[config.mk]
export PLATFORM = sky130hd
export DESIGN_NAME = cpu86_exec_io
export DESIGN_NICKNAME = d
export VERILOG_FILES = /design/src/rtl/cpu86_exec_io.sv
export SDC_FILE = /design/constraint.sdc
export NUM_CORES = 1
export LEC_CHECK = 0
export BUFFER_PORTS_ARGS = -buffer_cell sky130_fd_sc_hd__buf_2
export CORE_ASPECT_RATIO = 2
export CORE_MARGIN = 2
export CORE_UTILIZATION = 40
export DETAILED_ROUTE_END_ITERATION = 16
export PLACE_DENSITY = 0.73
export SYNTH_ARGS = -nofsm -noshare
export SYNTH_HDL_FRONTEND = slang
export SYNTH_SLANG_ARGS = --single-unit
[constraint.sdc]
create_clock -name clk -period 1.3 [get_ports clk]
set_clock_uncertainty 0.15 [all_clocks]
set_input_delay 0.13 -clock clk [delete_from_list [all_inputs] [get_ports clk]]
set_output_delay 0.13 -clock clk [all_outputs]
set_load 0.01 [all_outputs]
[src/rtl/cpu86_exec_io.sv]
// cpu86_exec_io: sequences IN/OUT micro-ops onto the I/O request stream and returns read data to writeback.
// Defining CPU86_IO_TIMEOUT_EN builds a WAIT_RES watchdog that returns floating-bus data after TIMEOUT_CYCLES.
module cpu86_exec_io #(
    parameter int TIMEOUT_CYCLES = 255
) (
    input  logic        clk,
    input  logic        resetn,
    input  logic        s_axis_op_tvalid,
    output logic        s_axis_op_tready,
    input  logic [33:0] s_axis_op_tdata,
    output logic        m_axis_io_req_tvalid,
    input  logic        m_axis_io_req_tready,
    output logic [39:0] m_axis_io_req_tdata,
    input  logic        s_axis_io_res_tvalid,
    input  logic [15:0] s_axis_io_res_tdata,
    output logic        m_axis_op_res_tvalid,
    input  logic        m_axis_op_res_tready,
    output logic [15:0] m_axis_op_res_tdata,
    output logic        busy,
    output logic        err_unexp_res,
    output logic        io_timeout
);
    typedef enum logic [1:0] {IDLE, ISSUE, WAIT_RES, OUTPUT} state_t;
    state_t state, state_n;
    logic word_q;
    logic err_n, tout_n;
    assign s_axis_op_tready = state == IDLE;
`ifdef CPU86_IO_TIMEOUT_EN
    logic [15:0] cnt;
    // A response on the final watchdog cycle takes priority over the timeout
    assign tout_n = state == WAIT_RES && !s_axis_io_res_tvalid && cnt == 16'(TIMEOUT_CYCLES - 1);
    always_ff @(posedge clk) begin
        if (!resetn || state != WAIT_RES)
            cnt <= '0;
        else
            cnt <= cnt + 16'd1;
    end
`else
    logic unused_timeout;
    assign unused_timeout = TIMEOUT_CYCLES[0];
    assign tout_n = 1'b0;
`endif
    always_comb begin
        state_n = state;
        err_n = s_axis_io_res_tvalid && state != WAIT_RES;
        case (state)
            IDLE:     if (s_axis_op_tvalid) state_n = ISSUE;
            ISSUE:    if (m_axis_io_req_tready) state_n = m_axis_io_req_tdata[32] ? IDLE : WAIT_RES;
            WAIT_RES: if (s_axis_io_res_tvalid || tout_n) state_n = OUTPUT;
            OUTPUT:   if (m_axis_op_res_tready) state_n = IDLE;
            default:  state_n = IDLE;
        endcase
    end
    always_ff @(posedge clk) begin
        if (!resetn) begin
            state <= IDLE;
            word_q <= 1'b0;
            m_axis_io_req_tvalid <= 1'b0;
            m_axis_io_req_tdata <= '0;
            m_axis_op_res_tvalid <= 1'b0;
            m_axis_op_res_tdata <= '0;
            busy <= 1'b0;
            err_unexp_res <= 1'b0;
            io_timeout <= 1'b0;
        end else begin
            state <= state_n;
            m_axis_io_req_tvalid <= state_n == ISSUE;
            m_axis_op_res_tvalid <= state_n == OUTPUT;
            busy <= state_n != IDLE;
            err_unexp_res <= err_n;
            io_timeout <= tout_n;
            if (state == IDLE && s_axis_op_tvalid) begin
                word_q <= s_axis_op_tdata[33];
                m_axis_io_req_tdata <= {7'b0, s_axis_op_tdata[32], s_axis_op_tdata[31:16],
                                        s_axis_op_tdata[33] ? s_axis_op_tdata[15:8] : 8'h00, s_axis_op_tdata[7:0]};
            end
            // Timeout substitutes all-ones, i.e. the undriven 8086 bus
            if (state == WAIT_RES && (s_axis_io_res_tvalid || tout_n))
                m_axis_op_res_tdata <= {word_q ? (s_axis_io_res_tvalid ? s_axis_io_res_tdata[15:8] : 8'hFF) : 8'h00,
                                        s_axis_io_res_tvalid ? s_axis_io_res_tdata[7:0] : 8'hFF};
        end
    end
endmodule
# Word level (Yosys, flattened, before mapping)
# Index checks and enable logic that the tools add are counted.
# op_classes
n_reduce_logical	5
eq_ne	6
muxes	10
# ops
operator	count
8-bit 2-to-1 mux	4
2-bit 2-to-1 mux	5
2-bit one-hot mux with 4 select lines	1
2-bit equality test, second input constant	3
2-bit by 1-bit equality test with 1-bit output, second input constant	2
1-bit logical AND	3
2-bit logical NOT	1
2-bit != test, second input constant	1
2-bit nonzero test	1
# word_totals
out_inout_bits	62
elab_cells	29
in_bits	56
regBits	56

# Longest topological paths before layout
# Gate-level depths: netlist (run 1).
# logic_depth
word_depth	4
mapped_depth	5
mapped_depth_nobuf	3

# Least setup slack after synthesis (run 1)
# Ideal clock, no wire load.
# synth_path
kind	reg2reg
from	register state[0]
to	register m_axis_op_res_tdata[10]
arrival_ns	0.933
path_stages_with_launch	6
setup_ns	0.123
n_path_buf	2
period_less_slack_ns	1.206
slack_ns	0.094
t_required_ns	1.027
path_cell_list	dfxtp_1 -> buf_4 -> nand3b_4 -> buf_2 -> nand3_1 -> o21ai_0
# synth_via
elab_chain_len	2
# synth_lines
element	line	source
start, declared	24	state_t state, state_n;
start signal, assigned	66	state <= state_n;
2-bit equality test	78	if (state == WAIT_RES && (s_axis_io_res_tvalid || tout_n))
1-bit logical AND	78	
end signal, assigned	79	m_axis_op_res_tdata <= {word_q ? (s_axis_io_res_tvalid ? s_axis_io_res_tdata[15:8] : 8'hFF) : 8'h00,
end, declared	18	output logic [15:0] m_axis_op_res_tdata,
# No other way between the ends.
# A chain may end at the register's enable or synchronous reset.

# Worst setup path in the final report (run 1)
# layout_path
from	register state[0]
to	register m_axis_io_req_tdata[20]
# layout_via
elab_chain_len	2
# layout_lines
element	line	source
2-bit logical NOT	72	if (state == IDLE && s_axis_op_tvalid) begin
1-bit logical AND	72	
end signal, assigned	74	m_axis_io_req_tdata <= {7'b0, s_axis_op_tdata[32], s_axis_op_tdata[31:16],
end, declared	13	output logic [39:0] m_axis_io_req_tdata,
# No other way between the ends.

==> results.json, run 1 <==
{
  "firstDrtPassIters": 4,
  "grt_overflow": 0,
  "place.detailed.hpwl_um": 3660,
  "gp_congestion": 0.758,
  "hold_violations": 0,
  "crit_type": "reg2reg",
  "drt_iter0_drc": 116,
  "antenna_found_initial": 0,
  "fmax_ghz": 0.745,
  "rsz0062_at_grt": "yes",
  "grt_pass1_wl_um": 9620,
  "cts.sinks": 56,
  "layout.nets": 479,
  "initial_core_util_pct": 40.9,
  "fp-row-count": 38,
  "viasPerCell": 5.04,
  "period_needed_ps": 1340,
  "min_from": "s_axis_op_tdata[33]",
  "hold_class": "in2reg",
  "place_inst": 414,
  "ys_ff_latch": 56,
  "clock_latency_ps": 300,
  "critPathLaunchType": "flip-flop",
  "setup_viol": 12,
  "ys.flop_type": "dfxtp_1",
  "reg2reg_depth": 5,
  "synth_edf_count": 0,
  "drtAntennaViolNets": 0,
  "yosysSeqAreaShare_pct": 51.0,
  "drive_gt1_share_pct": 36.4,
  "ys_types": 27,
  "synth_cells": 264,
  "leakage_nw": 1.63,
  "root_buffer": "clkbuf_8",
  "num_vias": 2432,
  "drc": 0,
  "die_w_um": 56.4,
  "die_area_sq_um": 6140,
  "numCtsBuffers": 5,
  "r2r_slack_ps": -40,
  "grt_pass1_vias": 2191,
  "wire_per_inst_um": 14.6,
  "whs_path_depth": 3,
  "finalInstanceArea_sq_um": 3580,
  "final_cells": 483,
  "maxSlewViolCount": 0,
  "clk_path_buf_depth": 2,
  "maxCapViolations": 0,
  "r2r_end": "m_axis_io_req_tdata[20]$_SDFFE_PN0P_",
  "setup_ws_ps": -43.1,
  "synthArstFlopShare_pct": 0,
  "yosys_warnings": 0,
  "syn_avg_cell_area_sq_um": 8.33,
  "arrival_ps": 1440,
  "grt_max_degree": 57,
  "outcome": "finished, violations left",
  "power_density_nw_per_um2": 1010,
  "cts_htree_levels": 2,
  "fin_crit_sh_pct": 103,
  "io_buffers": 109,
  "die_h_um": 109,
  "end_kind": "flip-flop",
  "path_max_fanout": 14,
  "cts_tree": "yes",
  "min_to": "m_axis_io_req_tdata[8]$_SDFFE_PN0P_",
  "r2r-start": "state[0]$_SDFF_PN0_",
  "syn_to_final_growth_pct": 63.1,
  "violations": "negative setup slack",
  "synth_area_sq_um": 2200,
  "fp.coreArea_sq_um": 5370,
  "wirelength_um": 7060,
  "cts.clk_slew.worst_paths_ps": 90,
  "pin_count": 118,
  "vdd_drop_max_mv": 0.875,
  "placed_area_sq_um": 2740,
  "crit_required_ps": 1400,
  "grt_usage_pct": 19.5,
  "antenna_cells": 0
}
[worst max-delay path by stage]
stage,startpoint,to,slack [ps],cells past startpoint
after CTS,state[0]$_SDFF_PN0_,m_axis_io_req_tdata[1]$_SDFFE_PN0P_,-2,4
after global placement,state[0]$_SDFF_PN0_,m_axis_io_req_tdata[12]$_SDFFE_PN0P_,-20,4
after detailed placement,state[0]$_SDFF_PN0_,m_axis_io_req_tdata[1]$_SDFFE_PN0P_,-50,4
after floorplan,state[0]$_SDFF_PN0_,m_axis_op_res_tdata[10]$_SDFFE_PN0P_,90,5
final,state[0]$_SDFF_PN0_,m_axis_io_req_tdata[20]$_SDFFE_PN0P_,-40,5
after global routing,state[0]$_SDFF_PN0_,m_axis_io_req_tdata[20]$_SDFFE_PN0P_,-70,5
[kinds of logic (layout without fill, tap and decap cells)]
family	after synthesis	after routing	synth area share (%)
other cells	1	8	0.171
simple gates	116	117	26.1
buf+inv	35	186	9.62
compound gates	56	56	13.1
flops	56	56	51.0
[layout by cell type, fill, tap and decap left out, types with 3 or more instances in the layout]
cell type and instances:
nand4_1 8, buf_12 4, o21ai_1 17, o21ai_2 5, nand3_2 9, dlygate4sd3_1 51
nand2_1 44, dfxtp_1 54, buf_6 6, clkbuf_16 3, buf_4 6, o21ai_0 29
buf_2 107, conb_1 8, clkbuf_8 5, nand3_1 41
[cell type report]
class	count	area, sq um
fillers	433	1790
repair buffers	178	1320
flip-flops and latches	56	1130
multi-input cells	181	975
well taps	60	75.1
clock buffers	5	68.8
clock inverters	2	12.5
inverters	1	3.75
[per-stage QoR]
| stage | util (%) | setup TNS (ps) | total power [mW] | hold slack, ps | setup WS, ps |
|---|---|---|---|---|---|
| finish | 66.7 | -187 | 3.64 | 10.8 | -43.1 |
| detailed placement | 50.9 | -662 | 2.45 | 202 | -49.2 |
| global route | 66.7 | -1190 | 3.80 | 16.7 | -68.9 |
| CTS | 62.3 | -2.74 | 3.48 | 16.1 | -1.83 |
| global placement | 50.9 | -81.4 | 2.44 | 193 | -16.6 |
| floorplan | - | 0 | 2.24 | 96.1 | 94.4 |
[routing by layer]
metal / track usage (%) / wire [um] / vias to the layer above
met3: 4.98 / 416 / 12
met5: 0 / 0 / -
met2: 35.9 / 4000 / 103
met1: 20.7 / 2470 / 1112
li1: - / - / 1205
met4: 7.99 / 167 / 0
[sequential cells by signal (all words and copies together), names as in the netlist]
register,count
m_axis_io_req_tdata,33
m_axis_op_res_tdata,16
state,2
busy,1
err_unexp_res,1
m_axis_io_req_tvalid,1
m_axis_op_res_tvalid,1
word_q,1
[power breakdown]
part	internal (mW)	leakage, nW	total, mW	switching (mW)
Combinational	0.443	1.13	0.854	0.411
Sequential	1.81	0.459	1.88	0.0626
Clock	0.366	0.0400	0.905	0.539
[critical path: stages, from the launching register on]
cell and delay (ps):
dfxtp_4 380, nor3b_4 230, buf_12 170, clkbuf_16 170, nand3_2 90, o21ai_1 90
[timing repair]
action / 4_1_cts / 5_1_grt
pin swaps: 0 / 9
setup buffers: 1 / 4
endpoints found under the hold margin: 51 / 0
resized for setup: 5 / 39
setup endpoints to repair: 45 / 45
hold buffers: 51 / 0
gates cloned: 0 / 6
[synth_stat cells (all sizes together), types with 2 or more instances]
cell	n	share of area (%)
a21oi	2	0.46
and2	2	0.57
buf	24	7.5
clkbuf	10	1.9
dfxtp	56	51
nand2	44	7.5
nand2b	2	0.57
nand3	50	11
nand4	8	2.3
nor2	3	0.51
nor2b	2	0.57
o21ai	51	12
Power figures use the tool's default switching activity.
==> run 2, diff against run 1 <==
CORE_UTILIZATION = 44   (was 40)
PLACE_DENSITY = 0.79   (was 0.73)
==> run 2 against run 1 <==
Sequential share of layout area increased by 1.0 points. Cell count shrank 1.4%. Critical endpoint is now m_axis_io_req_tdata[4]$_SDFFE_PN0P_. Design area is 3.4% lower. Largest cell class unchanged. The run still ends with negative setup slack left.
==> results.json, run 2 (synthesized netlist as in run 1, its figures left out) <==
{
  "root_buffer": "clkbuf_8",
  "place_inst": 412,
  "p_total_mw": 3.79,
  "hold_class": "in2reg",
  "multiInputGateArea_sq_um": 906,
  "reg.largest.list": "m_axis_io_req_tdata x33, m_axis_op_res_tdata x16, state x2",
  "wire_per_inst_um": 14.6,
  "setup_ws_ps": -44.4,
  "final_cells": 476,
  "crit_buf_inv": 2,
  "crit_end": "m_axis_io_req_tdata[4]$_SDFFE_PN0P_",
  "layout.nets": 474,
  "crit_chain": "nor3b_4, buf_6, buf_8, nand3_1, o21ai_0",
  "r2r_end": "m_axis_io_req_tdata[4]$_SDFFE_PN0P_",
  "regMostFlops": "m_axis_io_req_tdata",
  "fp.coreArea_sq_um": 4860,
  "violations": "negative setup slack",
  "die_w_um": 54.0,
  "cts_tree": "yes",
  "r2r-start": "state[0]$_SDFF_PN0_",
  "end_kind": "flip-flop",
  "fin_crit_sh_pct": 103,
  "drive_gt1_share_pct": 32.0,
  "n_fill_cell": 352,
  "path_depth": 5,
  "gp_congestion": 0.813,
  "setup_viol": 8,
  "power_density_nw_per_um2": 1090,
  "outcome": "finished, violations left",
  "grt_max_degree": 40,
  "layout_commonest_cell": "buf_2",
  "die_area_sq_um": 5610,
  "pin_count": 118,
  "clk_path_buf_depth": 2,
  "placed_area_sq_um": 2750,
  "syn_to_final_growth_pct": 57.5,
  "cts.sinks": 56,
  "r2r_slack_ps": -40,
  "initial_core_util_pct": 45.2,
  "grt_overflow": 0,
  "cts_htree_levels": 2,
  "clock_latency_ps": 320,
  "vdd_drop_max_mv": 1.11,
  "largest_reg_flops": 33,
  "numCtsBuffers": 5,
  "firstDrtPassIters": 4,
  "crit_required_ps": 1380,
  "startpoint": "state[0]$_SDFF_PN0_",
  "critPathLaunchType": "flip-flop",
  "reg2reg_depth": 5,
  "finalInstanceArea_sq_um": 3460,
  "arrival_ps": 1430,
  "drc": 0,
  "fmax_ghz": 0.744,
  "wirelength_um": 6940,
  "io_buffers": 109,
  "dp_slack_ps": -33.0,
  "drt_iter0_drc": 55,
  "drtAntennaViolNets": 0,
  "period_needed_ps": 1340,
  "final_util_pct": 71.2,
  "seqCellArea_sq_um": 1130,
  "grt_usage_pct": 24.8,
  "num_vias": 2463,
  "path_max_fanout": 20,
  "grt_pass1_vias": 2342,
  "final_cell_mix": "109 x buf_2, 54 x dfxtp_1, 53 x dlygate4sd3_1",
  "critPathMaxStageDelay_ps": 380,
  "antenna_cells": 0,
  "critPathTopFamily": "flip-flops",
  "fp-row-count": 36,
  "maxCapViolations": 0,
  "antenna_found_initial": 0,
  "place.detailed.hpwl_um": 3810,
  "rsz0062_at_grt": "yes",
  "maxSlewViolCount": 0,
  "hold_violations": 0,
  "die_h_um": 104,
  "viasPerCell": 5.17,
  "grt_pass1_wl_um": 10400,
  "slowest_stage": "dfxtp_4",
  "crit_type": "reg2reg",
  "whs_path_depth": 4,
  "cts.clk_slew.worst_paths_ps": 100,
  "leakage_nw": 1.58
}
run 2: where the power goes:
group          switching, mW  leakage, nW  internal [mW]  total [mW]
Sequential            0.0617        0.458           1.81        1.88
Clock                  0.598       0.0541          0.571        1.17
Combinational          0.364         1.06          0.379       0.744
run 2: worst min-delay path by stage:
stage / start / slack, ps / end
global placement: s_axis_op_tdata[23] / 190 / m_axis_io_req_tdata[23]$_SDFFE_PN0P_
global route: m_axis_op_res_tready / 50 / state[1]$_SDFF_PN0_
detailed placement: s_axis_op_tdata[22] / 200 / m_axis_io_req_tdata[22]$_SDFFE_PN0P_
floorplan: s_axis_io_res_tvalid / 100 / err_unexp_res$_SDFF_PN0_
finish: m_axis_op_res_tready / 20 / state[1]$_SDFF_PN0_
CTS: m_axis_op_res_tready / 20 / state[1]$_SDFF_PN0_
run 2: worst reg2reg max path, cell delays in order, from the launching register on:
cell and delay [ps]:
dfxtp_4 380, nor3b_4 220, buf_6 160, buf_8 150
nand3_1 90, o21ai_0 100
run 2: stage by stage:
stage               hold WS (ps)  setup TNS (ps)
finish                      20.8            -104
global route                50.5           -2130
CTS                         15.4           -35.8
detailed placement           202            -144
global placement             193               0
floorplan                   96.1               0
run 2: final cells by class:
type | instances | area share [%]
tap | 57 | 2.06
multi-input combinational | 181 | 26.2
sequential | 56 | 32.5
clock buffer | 5 | 1.99
timing repair buffer | 173 | 35.9
inverter | 1 | 0.108
clock inverter | 3 | 1.23
run 2: what timing repair did:
item,in CTS,in global routing
cloned,1,1
hold endpoints to repair,52,0
buffers inserted,0,1
endpoints found under the setup margin,24,50
pin swaps,1,0
resized for setup,8,3
hold buffers,53,0
run 2: layer usage:
| layer | up-vias | global-route usage [%] | wire (um) |
|---|---|---|---|
| met2 | 109 | 44.3 | 3760 |
| met4 | 0 | 14.1 | 277 |
| met1 | 1136 | 24.1 | 2490 |
| li1 | 1196 | - | - |
| met3 | 22 | 5.46 | 411 |
| met5 | - | 0 | 0 |
==> run 3, diff against run 2 <==
GPL_TIMING_DRIVEN = 0   (was unset)
==> run 3 against run 2 <==
The run still ends with negative setup slack left. Sequential cell count stayed put. Register-to-register slack hardly changed. Die area stayed put. Sequential share of layout area is 1.6 points lower. Core utilization is 3.5 points higher. Via count is 5.6% higher. Global-route usage is 2.7 points higher. Total power is 1.2% lower. Non-clock buffer count is 27 higher. Combinational power is 16% higher. Design area is 5.0% higher. Critical path depth is 1 lower.
==> results.json, run 3 (synthesized netlist as in run 1, its figures left out) <==
{
  "outcome": "finished, violations left",
  "violations": "negative setup slack",
  "netSwitchingFraction_pct": 27.1,
  "maxCapViolations": 0,
  "clockPowerShare_pct": 27.1,
  "grt_overflow": 0,
  "die_w_um": 54.0,
  "end_kind": "flip-flop",
  "fp-row-count": 36,
  "pwr-share-comb_pct": 23.0,
  "regMostFlops": "m_axis_io_req_tdata",
  "switching_power_mw": 1.02,
  "fp.coreArea_sq_um": 4860,
  "cts.clk_slew.worst_paths_ps": 100,
  "maxSlewViolCount": 0,
  "grt_pass1_vias": 2578,
  "cts_tree": "yes",
  "numCtsBuffers": 5,
  "placed_area_sq_um": 2830,
  "final_util_pct": 74.7,
  "die_h_um": 104,
  "power_density_nw_per_um2": 1030,
  "setup_viol": 17,
  "wirelength_um": 7560,
  "antenna_found_initial": 0,
  "r2r_slack_ps": -30,
  "drtAntennaViolNets": 0,
  "root_buffer": "clkbuf_8",
  "layout_commonest_cell": "buf_2",
  "path_max_fanout": 10,
  "num_vias": 2601,
  "largest_reg_flops": 33,
  "leakage_nw": 1.68,
  "crit_required_ps": 1340,
  "fin_crit_sh_pct": 102,
  "critPathLaunchType": "flip-flop",
  "final_cells": 501,
  "viasPerCell": 5.19,
  "seqPwrFrac_pct": 49.9,
  "pin_count": 118,
  "hold_ws_ps": 14.3,
  "clock_latency_ps": 300,
  "fin_setup_tns_ps": -271,
  "n_fill_cell": 346,
  "drc": 0,
  "final_cell_mix": "113 x buf_2, 54 x dfxtp_1, 52 x dlygate4sd3_1",
  "place_inst": 435,
  "vdd_drop_max_mv": 1.06,
  "drt_iter0_drc": 73,
  "place.detailed.hpwl_um": 4660,
  "arrival_ps": 1370,
  "fmax_ghz": 0.752,
  "p_int_mw": 2.73,
  "setup_ws_ps": -30.2,
  "antenna_cells": 0,
  "finalInstanceArea_sq_um": 3640,
  "crit_type": "reg2reg",
  "firstDrtPassIters": 4,
  "grt_usage_pct": 27.4,
  "period_needed_ps": 1330,
  "initial_core_util_pct": 45.2,
  "reg.largest.list": "m_axis_io_req_tdata x33, m_axis_op_res_tdata x16, state x2",
  "wire_per_inst_um": 15.1,
  "cts_htree_levels": 2,
  "clk_path_buf_depth": 2,
  "io_buffers": 107,
  "cts.sinks": 56,
  "grt_pass1_wl_um": 11600,
  "grt_max_degree": 16,
  "dp_slack_ps": -59.9,
  "hold_violations": 0,
  "gp_congestion": 0.854,
  "p_total_mw": 3.74,
  "rsz0062_at_grt": "yes",
  "layout.nets": 500,
  "drive_gt1_share_pct": 36.9,
  "hold_class": "in2reg",
  "die_area_sq_um": 5610,
  "syn_to_final_growth_pct": 65.4
}
==> run 3: cell types whose count changed in the layout (fill, tap and decap cells not counted), sizes merged <==
cell	before	now
buf	119	140
clkbuf	6	15
bufinv	1	0
clkinv	1	0
clkinvlp	1	0
dlygate4sd3	53	52
nand3b	2	1
==> run 3: power by group through the flow <==
stage               Clock, mW  Combinational [mW]  Sequential [mW]
finish                   1.01               0.861             1.87
detailed placement          0               0.602             1.90
global placement            0               0.591             1.90
global route             1.10               0.934             1.88
CTS                      1.03               0.837             1.86
floorplan                   0               0.300             1.94
==> run 3: layout make-up <==
cell class,instances,area (sq um),share of cell area [%]
multi-input cells,180,952,26.2
clock buffers,7,96.3,2.65
repair buffers,166,1140,31.3
flip-flops and latches,56,1120,30.9
inverters,1,3.75,0.103
plain buffers,34,251,6.92
well taps,57,71.3,1.96
==> run 3: per-layer routing <==
layer	vias to the layer above	wire length, um	track usage [%]
li1	1249	-	-
met1	1199	2600	26.6
met2	128	4220	50.9
met3	25	460	4.45
met4	0	279	14.1
met5	-	0	0
==> run 3: final timing paths <==
| check | start | to | depth (start not counted) |
|---|---|---|---|
| worst max-delay path | state[1]$_SDFF_PN0_ | m_axis_io_req_tdata[23]$_SDFFE_PN0P_ | 4 |
| worst min register to register | m_axis_io_req_tdata[17]$_SDFFE_PN0P_ | m_axis_io_req_tdata[17]$_SDFFE_PN0P_ | 2 |
| worst min-delay path | m_axis_io_req_tready | state[1]$_SDFF_PN0_ | 3 |
| worst max register to register | state[1]$_SDFF_PN0_ | m_axis_io_req_tdata[23]$_SDFFE_PN0P_ | 4 |
==> run 3: timing repair <==
action | 4_1_cts | 5_1_grt
endpoints found under the setup margin | 42 | 50
resized for setup | 35 | 17
endpoints found under the hold margin | 51 | 0
hold buffers | 52 | 0
gates cloned | 2 | 0
pin swaps | 9 | 1
setup buffers | 4 | 2
==> run 3: worst max-delay path: stages (launching register included) <==
cell      delay (ps)
dfxtp_2          350
nor3b_4          240
buf_4            170
clkbuf_4         200
o21ai_0          110
